## src/rtl/step_alu.sv

```systemverilog
// rtl/step_alu.sv - registered INC/DEC/ADD/REP step ALU with valid/ready handshakes
module step_alu #(
    parameter int WIDTH    = 8,
    parameter int STEP     = 1,
    parameter int SATURATE = 0
) (
    input  logic             clk,
    input  logic             rst_n,
    input  logic             in_valid,
    output logic             in_ready,
    input  logic [1:0]       op,
    input  logic [WIDTH-1:0] numa,
    input  logic [WIDTH-1:0] numb,
    output logic             out_valid,
    input  logic             out_ready,
    output logic [WIDTH-1:0] outa,
    output logic             ovf,
    output logic             busy
);

    localparam logic [WIDTH-1:0] STEP_W = WIDTH'(STEP);
    localparam logic [WIDTH-1:0] ONE_W  = WIDTH'(1);
    localparam logic [1:0] OP_INC = 2'd0;
    localparam logic [1:0] OP_DEC = 2'd1;
    localparam logic [1:0] OP_ADD = 2'd2;
    localparam logic [1:0] OP_REP = 2'd3;

    typedef enum logic [1:0] {
        S_IDLE = 2'd0,
        S_RUN  = 2'd1,
        S_DONE = 2'd2
    } state_t;

    state_t           state;
    state_t           next_state;
    logic [WIDTH-1:0] acc;
    logic [WIDTH-1:0] acc_d;
    logic [WIDTH-1:0] cnt;
    logic [WIDTH-1:0] cnt_d;
    logic             sticky;
    logic             sticky_d;
    logic             accept;
    logic [WIDTH:0]   in_res;
    logic [WIDTH:0]   run_res;

    // MSB of the returned value is the carry/borrow flag; low bits are the (possibly clamped) result
    function automatic logic [WIDTH:0] add_op(input logic [WIDTH-1:0] a, input logic [WIDTH-1:0] b);
        logic [WIDTH:0] s;
        s = {1'b0, a} + {1'b0, b};
        if (s[WIDTH] && SATURATE != 0) s[WIDTH-1:0] = '1;
        return s;
    endfunction

    function automatic logic [WIDTH:0] sub_op(input logic [WIDTH-1:0] a, input logic [WIDTH-1:0] b);
        logic [WIDTH:0] s;
        s = {1'b0, a} - {1'b0, b};
        if (s[WIDTH] && SATURATE != 0) s[WIDTH-1:0] = '0;
        return s;
    endfunction

    assign accept  = in_valid & in_ready & (state == S_IDLE);
    assign run_res = add_op(acc, STEP_W);

    always_comb begin
        in_res = '0;
        case (op)
            OP_INC:  in_res = add_op(numa, STEP_W);
            OP_DEC:  in_res = sub_op(numa, STEP_W);
            OP_ADD:  in_res = add_op(numa, numb);
            OP_REP:  in_res = {1'b0, numa};
            default: in_res = '0;
        endcase
    end

    always_comb begin
        acc_d    = acc;
        cnt_d    = cnt;
        sticky_d = sticky;
        if (accept) begin
            acc_d    = in_res[WIDTH-1:0];
            sticky_d = in_res[WIDTH];
            cnt_d    = numb;
        end else if (state == S_RUN) begin
            acc_d    = run_res[WIDTH-1:0];
            sticky_d = sticky | run_res[WIDTH];
            cnt_d    = cnt - ONE_W;
        end
    end

    always_ff @(posedge clk or negedge rst_n) begin
        if (!rst_n) state <= S_IDLE;
        else        state <= next_state;
    end

    always_comb begin
        next_state = state;
        case (state)
            S_IDLE: if (accept) next_state = (op == OP_REP && numb != '0) ? S_RUN : S_DONE;
            S_RUN:  if (cnt == ONE_W) next_state = S_DONE;
            S_DONE: if (out_ready) next_state = S_IDLE;
            default: next_state = S_IDLE;
        endcase
    end

    always_comb begin
        busy = (state != S_IDLE);
    end

    // Handshake flags are registered from next_state; the result is captured only on entry to DONE
    always_ff @(posedge clk or negedge rst_n) begin
        if (!rst_n) begin
            acc       <= '0;
            cnt       <= '0;
            sticky    <= 1'b0;
            in_ready  <= 1'b0;
            out_valid <= 1'b0;
            outa      <= '0;
            ovf       <= 1'b0;
        end else begin
            acc       <= acc_d;
            cnt       <= cnt_d;
            sticky    <= sticky_d;
            in_ready  <= (next_state == S_IDLE);
            out_valid <= (next_state == S_DONE);
            if (next_state == S_DONE && state != S_DONE) begin
                outa <= acc_d;
                ovf  <= sticky_d;
            end
        end
    end

endmodule

```

## config.mk

```make
export PLATFORM = sky130hd
export DESIGN_NAME = step_alu
export DESIGN_NICKNAME = d
export VERILOG_FILES = /design/src/rtl/step_alu.sv
export SDC_FILE = /design/constraint.sdc
export NUM_CORES = 1
export LEC_CHECK = 0
export ABC_AREA = 1
export CAP_MARGIN = 10
export CORE_ASPECT_RATIO = 0.7
export CORE_UTILIZATION = 54
export DETAILED_ROUTE_END_ITERATION = 7
export MAX_ROUTING_LAYER = met4
export PLACE_DENSITY = 0.8
export SETUP_SLACK_MARGIN = 0.05
export SYNTH_ARGS = -nofsm -noshare
export SYNTH_HDL_FRONTEND = slang
export SYNTH_SLANG_ARGS = --single-unit
```

## constraint.sdc

```tcl
create_clock -name clk -period 1.9 [get_ports clk]
set_clock_uncertainty 0.15 [all_clocks]
set_input_delay 0.38 -clock clk [delete_from_list [all_inputs] [get_ports clk]]
set_output_delay 0.38 -clock clk [all_outputs]
set_load 0.01 [all_outputs]
```

==> impl_metrics.ini <==
[run_status]
status = finished with violations
violations = setup timing

[synth]
synth.area.top_cells = dfrtp_1 33%, nand2_1 16%, ha_1 8.3%
synth_cells = 308
ys_async_sr_fraction = 1.00
yosys.area.top_type = dfrtp_1
synth_warnings = 0
synth.avg_cell_area_um2 = 7.33
synth.distinct_cells = 35
ys_top_cells_by_count = 98 x nand2_1, 40 x inv_1, 30 x dfrtp_1, 26 x nand3_1, 24 x nor2_1
syn-num-nets = 346
yosysSeqAreaShare = 0.333
synth_edf_count = 0
synthMostInstantiatedCell = nand2_1
ys_ff_latch = 30
synth_area_mm2 = 0.00226
ys.flop_type = dfrtp_1
synth_top_area_share = 0.333

[drt]
drt_iter0_markers = 164
drt-pass1-iter-count = 5
drc_errors = 0
drtAntennaViolNets = 0
vias = 2380
viasPerCell = 5.48
wl_per_cell_um = 15.2
wirelength_um = 6580

[critical_path]
crit_path_end_kind = flop
slowest_stage = fa_2
worstReg2RegStart = cnt[1]
crit_family = adder cells
cpPeakStageDelay_ns = 0.35
path_class = in -> reg
crit_fanout = 6
startpoint = op[0]
worstPathArrival_ns = 2.29
required_ns = 1.98
crit_chain = buf_12 -> inv_12 -> ha_4 -> a21oi_2 -> nand2_2 -> ha_4 -> inv_2 -> fa_2 -> buf_4 -> buf_4 -> xnor2_1 -> o21ai_1 -> o21ai_2 -> nand2_1 -> nand2_1
critPathBufInv = 5
start_kind = input port

[power]
p_seq_frac = 0.308
p_leak_nw = 1.67
p_comb_frac = 0.543
peakVddDrop_uv = 1070
clkPwrFrac = 0.149
cellInternalPower_mw = 2.12
total_power_mw = 3.72
switching_share = 0.431
power.switching_mw = 1.60
p_per_area_mw_per_mm2 = 1140

[timing]
rsz0062_at_grt = yes
min_period_ns = 2.21
drv_slew = 0
fmax_mhz = 452
finalSetupViolCount = 16
setup_slack_ns = -0.313
slew_headroom = 0.705
period_share = 1.16
hold_viol_final = 0
worstMarginPinSlew_ns = 0.442

[global_routing]
antenna_found_initial = 0
grt_pass1_wl_um = 9720
grt_max_degree = 31
grt_usage = 0.295
grt_pass1_vias = 2170
grt.overflow.total = 0

[floorplanning]
fp-row-count = 19
initial_core_util = 0.569
die_w_um = 79.3
die_y_um = 56.1
dieArea_mm2 = 0.00445
pin_count = 34
coreArea_mm2 = 0.00397

[clock_tree]
cts.sinks = 30
cts.path.max_buffers = 2
clk_pin_slew_worst_paths_ns = 0.07
root_buffer = clkbuf_8
clock_latency_ns = 0.29
htree_levels = 2
numCtsBuffers = 5
cts_tree = yes

[worst_hold_path]
hold_class = in -> async

[layout]
area_growth_pct = 44.5
num_antenna_cells = 0
utilization = 0.821
drive_above_1_share = 0.314
nets = 419
final_cell_area_mm2 = 0.00326

[placement]
dp_hpwl_um = 4180
place.gp.congestion = 0.880
post-place-ws_ns = -1.01
port_buffers = 33
place_area_mm2 = 0.00285

[flow_run]
drv_cap = 0
## cells in the final DEF, fill, tap and decap left out, drive strengths merged, types with 2 or more instances in the layout
cell and instances:
a21o 2, dfrtp 30, nand3b 2, clkinv 2
inv 42, nand3 28, a21oi 14, xnor2 2
xor2 5, buf 42, or2 3, clkdlybuf4s50 23
nor3 2, o211ai 5, o221ai 4, o21ai 10
clkbuf 6, dlygate4sd2 2, ha 15, nor2 27
nand2 102, nand4 4, dlymetal6s2s 6
## kinds of logic after synthesis
group	synth area share
flops	0.333
compound gates	0.103
simple gates	0.335
buf+inv	0.107
fa+ha+maj	0.0920
xor+xnor	0.0305
## power by group through the flow
| stage | registers [mW] | logic, mW | clock network, mW |
|---|---|---|---|
| floorplan | 1.17 | 1.18 | 0 |
| global placement | 1.14 | 1.75 | 0 |
| detailed placement | 1.15 | 1.81 | 0 |
| CTS | 1.14 | 1.84 | 0.557 |
| global route | 1.18 | 2.24 | 0.586 |
| finish | 1.15 | 2.02 | 0.556 |
## sequential cells by signal, indices dropped and copies added, names as in the netlist
register / count
state: 2
cnt: 8
ovf: 1
acc: 8
outa: 8
sticky: 1
in_ready: 1
out_valid: 1
## cell type report
cell class                      count  area [um2]
Multi-Input combinational cell    228        1510
Sequential cell                    30         751
Fill cell                         240         709
Timing Repair Buffer               73         654
Inverter                           43         185
Clock buffer                        6        82.6
Tap cell                           52        65.1
Clock inverter                      2        12.5
## path summary, 6_finish.rpt
kind	end	slack, ns	cells past startpoint
max	outa[2]	-0.31	15
min	cnt[3]	0.32	2
max reg2reg	outa[6]	0.15	10
min reg2reg	outa[2]	0.33	2
max in group asynchronous	acc[4]	0.99	2
min in group clk	cnt[5]	0.33	4
## what timing repair did
action | in CTS | in global routing
pin swaps | 16 | 29
buffers inserted | 3 | 7
setup endpoints to repair | 21 | 17
hold buffers | 0 | 0
gates resized for setup | 19 | 55
## metrics by stage
stage	setup TNS (ns)	hold WS, ns	std cells
after detailed placement	-16.42	0.314	417
final	-2.77	0.322	434
after global placement	-15.33	0.315	417
after CTS	-3.36	0.332	428
after floorplan	-3.44	-0.0656	308
after global routing	-4.15	0.341	434
## routing by layer
layer  part of all wire  track usage  up-vias
met5                  0            -        -
met4              0.027       0.0805        0
met3              0.061       0.0754       22
met2               0.50        0.488      100
met1               0.41        0.358     1128
li1                   -            -     1130
No activity file was read; power rests on OpenSTA's default activity.
